File: src/rtl/upd7800_clkgen.sv
// Four-phase clock strobe sequencer and stretched CPU reset for the uPD7800 core.
// Optional single-step input is compiled in with `define UPD7800_CLKGEN_STEP_EN.
module upd7800_clkgen #(
  parameter int RESET_HOLD = 16
) (
  input  logic       CLK,
  input  logic       RESETB,
  input  logic       CE,
  input  logic       STALL,
`ifdef UPD7800_CLKGEN_STEP_EN
  input  logic       STEP,
`endif
  output logic       CP1_POSEDGE,
  output logic       CP1_NEGEDGE,
  output logic       CP2_POSEDGE,
  output logic       CP2_NEGEDGE,
  output logic       CPU_RESETB,
  output logic [1:0] PHASE,
  output logic       RUNNING
);

  // Handshake: none; every output is a registered level or a one-CLK strobe.
  typedef enum logic [1:0] {
    PH_CP1_RISE = 2'd0,
    PH_CP1_FALL = 2'd1,
    PH_CP2_RISE = 2'd2,
    PH_CP2_FALL = 2'd3
  } phase_t;

  localparam logic [7:0] HOLD_INIT = 8'(RESET_HOLD);

  phase_t     phase_q, phase_d;
  logic [1:0] rst_sync;
  logic       rst_rel;
  logic       frozen_q, frozen_d;
  logic [7:0] hold_q, hold_d;
  logic       cpu_q, cpu_d;
  logic [3:0] strobe_q, strobe_d;
  logic       running_q, running_d;
  logic       adv;
  logic       step_go;

  assign rst_rel = rst_sync[1];

`ifdef UPD7800_CLKGEN_STEP_EN
  logic step_q, arm_q, arm_d;

  assign step_go = arm_q;

  // A STEP rise seen while frozen arms one pass through the phase-3 stall check.
  always_comb begin
    arm_d = arm_q;
    if (adv && phase_q == PH_CP2_FALL) arm_d = 1'b0;
    else if (frozen_q && STEP && !step_q) arm_d = 1'b1;
  end

  always_ff @(posedge CLK or negedge RESETB) begin
    if (!RESETB) begin
      step_q <= 1'b0;
      arm_q  <= 1'b0;
    end else begin
      step_q <= STEP;
      arm_q  <= arm_d;
    end
  end
`else
  assign step_go = 1'b0;
`endif

  always_comb begin
    phase_d   = phase_q;
    frozen_d  = frozen_q;
    hold_d    = hold_q;
    cpu_d     = cpu_q;
    strobe_d  = '0;
    adv       = 1'b0;
    running_d = 1'b0;
    // STALL only matters at the machine-cycle boundary; a started cycle always finishes.
    if (rst_rel && CE) begin
      if (phase_q == PH_CP2_FALL && STALL && !step_go) begin
        frozen_d = 1'b1;
      end else begin
        frozen_d = 1'b0;
        adv      = 1'b1;
      end
    end
    if (adv) begin
      case (phase_q)
        PH_CP1_RISE: phase_d = PH_CP1_FALL;
        PH_CP1_FALL: phase_d = PH_CP2_RISE;
        PH_CP2_RISE: phase_d = PH_CP2_FALL;
        default:     phase_d = PH_CP1_RISE;
      endcase
      strobe_d = 4'b0001 << phase_d;
      if (!cpu_q && phase_d == PH_CP2_FALL && hold_q != 8'd0) hold_d = hold_q - 8'd1;
      if (!cpu_q && phase_d == PH_CP1_RISE && hold_q == 8'd0) cpu_d = 1'b1;
    end
    running_d = cpu_d && !frozen_d;
  end

  always_ff @(posedge CLK or negedge RESETB) begin
    if (!RESETB) begin
      rst_sync  <= 2'b00;
      phase_q   <= PH_CP2_FALL;
      frozen_q  <= 1'b0;
      hold_q    <= HOLD_INIT;
      cpu_q     <= 1'b0;
      strobe_q  <= 4'b0000;
      running_q <= 1'b0;
    end else begin
      rst_sync  <= {rst_sync[0], 1'b1};
      phase_q   <= phase_d;
      frozen_q  <= frozen_d;
      hold_q    <= hold_d;
      cpu_q     <= cpu_d;
      strobe_q  <= strobe_d;
      running_q <= running_d;
    end
  end

  assign CP1_POSEDGE = strobe_q[0];
  assign CP1_NEGEDGE = strobe_q[1];
  assign CP2_POSEDGE = strobe_q[2];
  assign CP2_NEGEDGE = strobe_q[3];
  assign CPU_RESETB  = cpu_q;
  assign PHASE       = phase_q;
  assign RUNNING     = running_q;

endmodule

File: config.mk
export PLATFORM = sky130hd
export DESIGN_NAME = upd7800_clkgen
export DESIGN_NICKNAME = d
export VERILOG_FILES = /design/src/rtl/upd7800_clkgen.sv
export SDC_FILE = /design/constraint.sdc
export NUM_CORES = 1
export LEC_CHECK = 0
export CAP_MARGIN = 15
export CORE_UTILIZATION = 35
export CTS_CLUSTER_DIAMETER = 80
export DETAILED_ROUTE_END_ITERATION = 8
export HOLD_SLACK_MARGIN = 0.12
export SLEW_MARGIN = 5
export SYNTH_ARGS = -nofsm -noshare
export SYNTH_HDL_FRONTEND = slang
export SYNTH_SLANG_ARGS = --single-unit
File: constraint.sdc
create_clock -name CLK -period 1.65 [get_ports CLK]
set_clock_uncertainty 0.15 [all_clocks]
set_input_delay 0.33 -clock CLK [delete_from_list [all_inputs] [get_ports CLK]]
set_output_delay 0.33 -clock CLK [all_outputs]
set_load 0.05 [all_outputs]
[Word level (Yosys, flattened, before mapping)]
Index checks and enable logic that the tools add are counted.
Word-level totals
  output and inout port bits: 8
  word-level logic and storage cells: 36
  bits in registers: 19
  bits of input ports: 4
Cells by class
  shift-type cells: 1
  equality and inequality tests: 4
  add/sub/neg operators: 1
  muxes and demuxes: 9
  reduce and logical (&&, ||, !) cells: 14
Operators with widths (number)
  logical NOT 8 bit: 1
  nonzero test 8 bit: 1
  subtractor 8 x 1 -> 8 bit (second input constant): 1
  logical AND 1 bit: 7
  equality test 2 bit (second input constant): 3
  2-to-1 mux 1 bit: 6
  case mux 2 bit (3 select lines): 1
  logical NOT 2 bit: 2
  2-to-1 mux 4 bit: 1
  << shifter 1 x 2 -> 4 bit (first input constant): 1
  equality test 2 x 1 -> 1 bit (second input constant): 1
  logical NOT 1 bit: 2
  2-to-1 mux 2 bit: 1
  AND reduction 2 bit: 1

[Logic depth before layout (Yosys ltp)]
Gate-level depths: netlist (run 1).
  depth in word-level cells: 11
  gate-level depth with buffers: 6
  mapped depth without buffers: 5

[Worst setup path before layout (run 1)]
No wires, ideal clock.
  path type: reg2reg
  start: reg phase_q[0], in the netlist PHASE[0]
  end: reg hold_q[1]
  buffers on the path: 1
  period minus slack after synthesis: 1.895 ns
  data arrival time: 1.666 ns
  stages on the path, launching flop included: 7
  library setup time: 0.079 ns
  path slack: -0.245 ns
  data required time: 1.421 ns
  path through: dfstp_2 -> inv_1 -> ha_1 -> and4bb_2 -> clkbuf_4 -> nand2_2 -> mux2i_1
Between the ends
  cells in the longest elaborated chain, start to end: 7
  elaborated cells between the ends (all ways): 13
  classes of those cells: eq/ne: 4; mux: 4; reduce/logical: 5
Ends and longest elaborated chain
  start, declared: RTL line 32  | phase_t phase_q, phase_d;
  start signal, assigned: RTL line 112  | phase_q <= phase_d;
  equality test 2 bit, or another cell as far along: RTL line 88  | case (phase_q)
  case mux 2 bit (3 select lines): RTL line 88
  2-to-1 mux 2 bit: RTL line 87  | if (adv) begin
  equality test 2 bit: RTL line 95  | if (!cpu_q && phase_d == PH_CP2_FALL && hold_q != 8'd0) hold_d = hold_q - 8'd1;
  logical AND 1 bit (2 in series): RTL line 95
  AND reduction 2 bit (no source line) (*)
  end signal, assigned: RTL line 114  | hold_q <= hold_d;
  end, declared: RTL line 36  | logic [7:0] hold_q, hold_d;
Every way passes the cells marked *; elsewhere a longest branch is shown, timed or not. The select of a mux whose other input is x is not followed.
A chain may end at the register's enable or synchronous reset.

[Final worst setup path (run 1)]
  start: reg phase_q[1], in the netlist PHASE[1]
  end: out PHASE[1]
RTL lines
  end, declared: RTL line 18  | output logic [1:0] PHASE,
No word-level cell between the ends.

==> impl_metrics.py, run 1 <==
metrics = {
    "run_status": {
        "status": "complete, but fails checks",
        "violations": "setup timing",
    },
    "global_routing": {
        "overflow": 0,
        "grt_pass1_wl_mm": 2.608,
        "grt_max_degree": 20,
        "first_global_vias": 599,
        "antenna_found_initial": 0,
        "grt_usage_pct": 13.40,
    },
    "floorplanning": {
        "dieHeight_um": 51.74,
        "core_um2": 2276,
        "rows": 17,
        "die_w_um": 51.74,
        "die_area_um2": 2677,
        "start_util_pct": 38.04,
        "io_pins": 12,
    },
    "power_and_ir_drop": {
        "p_leak_uw": 0.0005516,
        "cellPowerDensity_nw_per_um2": 1772,
        "vdd_drop_max_mv": 1.264,
    },
    "logic_synthesis": {
        "synthCells": 74,
        "syn-num-nets": 86,
        "yosys_warnings": 0,
        "syn_area_um2": 865.8,
        "synth_cell_types": 23,
        "ys_ff_latch": 19,
        "synth_area_per_cell_um2": 11.70,
        "ys_seq_area_share_pct": 55.35,
    },
    "critical_path": {
        "critPathMaxFanout": 3,
        "r2r-start": "PHASE[1]",
        "endpoint_kind": "primary output",
        "r2r_setup_slack_ps": 30,
        "critPathLaunchType": "register",
        "worstPathArrival_ps": 1190,
        "r2r_cells": 4,
        "critical_path.reg2reg.endpoint": "hold_q[6]",
        "crit_end": "PHASE[1]",
        "cp_cell_sequence": "buf_6, buf_12",
        "critPathMaxStageDelay_ps": 670,
        "path_class": "reg2out",
        "timing.critical_path.from": "PHASE[1]",
        "crit_required_ps": 1170,
        "slowest_stage": "dfstp_4",
    },
    "sta": {
        "fmax_mhz": 599.2,
        "min_period_ps": 1669,
        "setup_tns_ps": -18.98,
        "finalMaxSlewViolations": 0,
        "hold_viol_final": 0,
        "rsz0062_at_grt": "true",
        "setup_viol": 1,
        "post-route-period-util_pct": 101.2,
        "setup_slack_ps": -18.98,
    },
    "route": {
        "vias": 576,
        "ant_nets": 0,
        "drc": 0,
        "drt-total-wl_mm": 1.418,
        "viasPerCell": 4.645,
        "wl_per_cell_um": 11.44,
        "drt_iter0_drc": 7,
        "dr.pass1.iters": 4,
    },
    "finish": {
        "fin_util_pct": 53.99,
        "drive_gt1_share_pct": 32.29,
        "layout_common_cells": "dfrtp_1 (16), buf_12 (8), xnor2_1 (7), buf_4 (7), ha_1 (6)",
        "synthToLayoutAreaGrowth_pct": 41.91,
        "final_common_cell": "dfrtp_1",
        "antenna_cells": 0,
        "nNetsFinal": 109,
    },
    "cts": {
        "cts_tree": "yes",
        "cts_sinks": 19,
        "root_buffer": "clkbuf_4",
        "clkLatencyLatePin_ps": 290,
        "ctsLongestPathBuffers": 2,
        "ctsHoldBuffers": 0,
        "cts_buffers": 3,
        "htree_levels": 1,
        "clkSlewWorstSetupHoldPaths_ps": 100,
    },
    "placed_design": {
        "port_buffers": 11,
        "hpwl_mm": 1.083,
        "gp_congestion": 0.8408,
    },
    "flow_run": {
        "max_cap_violations": 0,
    },
    "worst_hold_path": {
        "hold_class": "in2async",
    },
}
==> critical path: cells and delay by family (launching register included) <==
kind	cells	cell delay, ps
buf+inv	2	230
flops	1	670
==> routing by layer <==
metal  up-vias  track usage, %  wire length (um)
met3         6           2.924                31
met5         -               0                 0
met2         8           21.21               683
met4         0           7.207                30
met1       273           16.95               672
li1        289               -                 -
==> worst min-delay path by stage <==
stage	depth (start not counted)	slack [ps]	start	endpoint
after global placement	0	190	rst_sync[0]	rst_sync[1]
after floorplan	0	-120	RESETB	CPU_RESETB
after global routing	2	230	RESETB	rst_sync[0]
after CTS	2	210	RESETB	strobe_q[1]
final	2	210	RESETB	CPU_RESETB
after detailed placement	0	190	rst_sync[0]	rst_sync[1]
==> final cells by class <==
class / count / area [um^2]
multi-input combinational: 49 / 405.4
clock buffer: 4 / 26.28
inverter: 5 / 21.27
fill: 181 / 1047
timing repair buffer: 19 / 254.0
tap: 28 / 35.03
sequential: 19 / 486.7
==> per-stage QoR <==
stage | hold WS, ps | cells | power, uW | worst slack, ps | instance area [um^2]
2_1_floorplan | -115.6 | 74 | 1427 | -91.44 | 914.6
3_3_place_gp | 185.1 | 119 | 1870 | -154.2 | 1179
3_5_place_dp | 187.9 | 119 | 1892 | -178.8 | 1179
4_1_cts | 212.9 | 124 | 2159 | -33.13 | 1220
5_1_grt | 225.3 | 124 | 2334 | -63.38 | 1229
6_report | 207.2 | 124 | 2177 | -18.98 | 1229
==> sequential cells by signal (all words and copies together) (netlist names) <==
signal and cells:
CPU_RESETB 1, rst_sync 2, frozen_q 1, hold_q 8
RUNNING 1, PHASE 2, strobe_q 4
==> Yosys cell counts <==
cell type / number / share of area [%]
nand4_1: 4 / 2.9
inv_1: 5 / 2.2
nor3_1: 1 / 0.58
conb_1: 1 / 0.43
dfrtp_1: 16 / 46
dfstp_2: 3 / 9.1
nor4_2: 1 / 1.4
ha_1: 8 / 12
a21oi_1: 1 / 0.58
and4bb_2: 1 / 1.4
nor2_1: 4 / 1.7
nand3_2: 1 / 1.2
nor4_1: 1 / 0.72
mux2i_1: 1 / 1.2
clkbuf_4: 1 / 0.87
nand2_2: 1 / 0.72
a31oi_1: 1 / 0.72
xnor2_1: 7 / 7.1
and3_2: 1 / 0.87
nand3_1: 2 / 1.2
o21ai_0: 4 / 2.3
nand2_1: 5 / 2.2
and2_1: 4 / 2.9
==> power by group <==
part	switching, uW	internal [uW]	leakage [uW]
registers	196	665	0.000240
clock network	136	93.9	0.0000150
logic	549	538	0.000297
total	880	1300	0.000552
==> kinds of logic (layout without fill, tap and decap cells) <==
family | after synthesis | in the layout | share of synthesized area, %
other cells | 1 | 1 | 0.4331
flops | 19 | 19 | 55.35
fa+ha+maj | 8 | 8 | 11.56
buf+inv | 6 | 28 | 3.035
xor+xnor | 7 | 7 | 7.081
simple gates | 26 | 26 | 17.77
compound gates | 6 | 6 | 3.613
mux | 1 | 1 | 1.156
==> timing repair <==
item	4_1_cts	5_1_grt
pin swaps	0	5
endpoints found under the setup margin	8	10
buffers inserted	1	0
resized for setup	2	3
Power figures use the tool's default switching activity.
==> run 2: changes to the inputs <==
--- a/config.mk
+++ b/config.mk
@@ -6,10 +6,12 @@
 export NUM_CORES = 1
 export LEC_CHECK = 0
 export CAP_MARGIN = 15
-export CORE_UTILIZATION = 35
+export CORE_UTILIZATION = 46
 export CTS_CLUSTER_DIAMETER = 80
 export DETAILED_ROUTE_END_ITERATION = 8
 export HOLD_SLACK_MARGIN = 0.12
+export PLACE_DENSITY = 0.72
+export SETUP_SLACK_MARGIN = 0.02
 export SLEW_MARGIN = 5
 export SYNTH_ARGS = -nofsm -noshare
 export SYNTH_HDL_FRONTEND = slang
==> run 2 against run 1 <==
Utilization rose by 18 points. Combinational power about the same. Worst hold slack got worse by 3.9 ps. Register-to-register slack got worse by 20 ps. Sequential power is 1% higher. Sequential share of layout area fell by 0.64 points. Design area up 1.6%. Die area down 23%. Final cell count is 2.4% lower. The run still ends with setup timing left. Highest routed layer unchanged. Fmax down 0.31%.
==> impl_metrics.py, run 2 (synthesized netlist as in run 1, its figures left out) <==
metrics = {
    "cts": {
        "cts_buffers": 3,
        "clkSlewWorstSetupHoldPaths_ps": 100,
        "ctsHoldBuffers": 0,
        "htree_levels": 1,
        "root_buffer": "clkbuf_4",
        "ctsLongestPathBuffers": 2,
        "cts_tree": "yes",
        "cts_sinks": 19,
        "clkLatencyLatePin_ps": 290,
    },
    "run_status": {
        "status": "complete, but fails checks",
        "violations": "setup timing",
    },
    "power_and_ir_drop": {
        "cellPowerDensity_nw_per_um2": 1773,
        "p_leak_uw": 0.0005588,
        "seqPwrFrac_pct": 39.4,
        "p_int_uw": 1307,
        "clkPwrFrac_pct": 10.5,
        "combPwrFrac_pct": 50.1,
        "p_sw_share_pct": 40.95,
        "power_switching_uw": 906.5,
        "vdd_drop_max_mv": 1.286,
        "power_uw": 2214,
    },
    "floorplanning": {
        "start_util_pct": 49.61,
        "core_um2": 1745,
        "die_w_um": 45.39,
        "io_pins": 12,
        "die_area_um2": 2060,
        "dieHeight_um": 45.39,
        "rows": 15,
    },
    "finish": {
        "largest_reg_flops": 8,
        "layout_common_cells": "dfrtp_1 (16), buf_12 (8), buf_4 (7), xnor2_1 (6), ha_1 (6)",
        "synthToLayoutAreaGrowth_pct": 44.22,
        "final_common_cell": "dfrtp_1",
        "fin_area_um2": 1249,
        "top_register": "hold_q",
        "drive_gt1_share_pct": 36.46,
        "top_regs": "hold_q: 8 flops, strobe_q: 4 flops",
        "stdcell_count": 121,
        "antenna_cells": 0,
        "nNetsFinal": 109,
    },
    "route": {
        "drc": 0,
        "drt_iter0_drc": 1,
        "vias": 576,
        "dr.pass1.iters": 2,
        "wl_per_cell_um": 12.26,
        "viasPerCell": 4.760,
        "drt-total-wl_mm": 1.484,
        "ant_nets": 0,
    },
    "placed_design": {
        "hpwl_mm": 1.072,
        "dp_cells": 115,
        "port_buffers": 11,
        "gp_congestion": 0.7490,
        "place_area_um2": 1167,
    },
    "sta": {
        "setup_slack_ps": -24.25,
        "hold_viol_final": 0,
        "min_period_ps": 1674,
        "rsz0062_at_grt": "true",
        "setup_tns_ps": -24.25,
        "finalMaxSlewViolations": 0,
        "fmax_mhz": 597.3,
        "whs_ps": 203.3,
        "post-route-period-util_pct": 101.5,
        "setup_viol": 1,
    },
    "global_routing": {
        "first_global_vias": 570,
        "grt_max_degree": 20,
        "antenna_found_initial": 0,
        "grt_usage_pct": 16.79,
        "overflow": 0,
        "grt_pass1_wl_mm": 2.435,
    },
    "flow_run": {
        "max_cap_violations": 0,
    },
    "critical_path": {
        "path_class": "reg2out",
        "worstPathArrival_ps": 1190,
        "critPathMaxFanout": 3,
        "critPathLaunchType": "register",
        "endpoint_kind": "primary output",
        "r2r_cells": 4,
        "crit_required_ps": 1170,
    },
    "worst_hold_path": {
        "hold_class": "in2async",
    },
}
run 2: cell types whose count changed in the layout (fill, tap and decap cells not counted):
cell,change
a21oi_1,-1
a21oi_2,+1
inv_4,-1
inv_6,+1
nand3_1,-2
nand3_2,+2
xnor2_1,-1
xnor2_2,+1
run 2: final cells by class:
type                       instances  area [um^2]
fill                             124        496.7
sequential                        19        486.7
multi-input combinational         49        426.7
timing repair buffer              19        254.0
tap                               25        31.28
clock buffer                       4        26.28
inverter                           5        23.77
run 2: metal layers:
metal  up-vias  part of all wire [%]  GRT usage (%)
li1        289                     -              -
met1       272                    48          23.24
met2        10                    48          26.29
met3         5                   2.4          2.381
met4         0                   1.4          7.273
met5         -                     0              0
run 2: power groups by stage:
stage	logic [uW]	registers, uW	clock network [uW]
final	1110	871	233
after global routing	1210	898	252
after floorplan	396	1030	0
after detailed placement	1020	857	0
after CTS	1050	848	237
after global placement	990	847	0
run 2: worst paths after layout:
check                            start           to  slack [ps]
setup reg to reg              PHASE[1]    hold_q[7]          10
hold reg to reg            rst_sync[0]  rst_sync[1]         220
setup / recovery              PHASE[1]     PHASE[1]         -20
max in group asynchronous       RESETB    hold_q[4]         890
hold / removal                  RESETB  strobe_q[0]         200
min in group CLK           rst_sync[0]  rst_sync[1]         220
run 2: per-stage QoR:
step / setup slack (ps) / utilization, %
final: -24.25 / 71.54
after global routing: -59.12 / 71.54
after CTS: -35.40 / 69.25
after detailed placement: -192.0 / 66.88
after global placement: -165.5 / 66.88
after floorplan: -91.44 / -
run 2: worst max-delay path: stages, from the launching register on:
cell	delay [ps]
dfstp_4	670
buf_6	110
buf_12	120
run 2: repair_timing:
item	CTS	global route
pin swaps	1	7
gates resized for setup	2	8
setup endpoints to repair	8	9
endpoints found under the hold margin	0	0
setup buffers	1	1
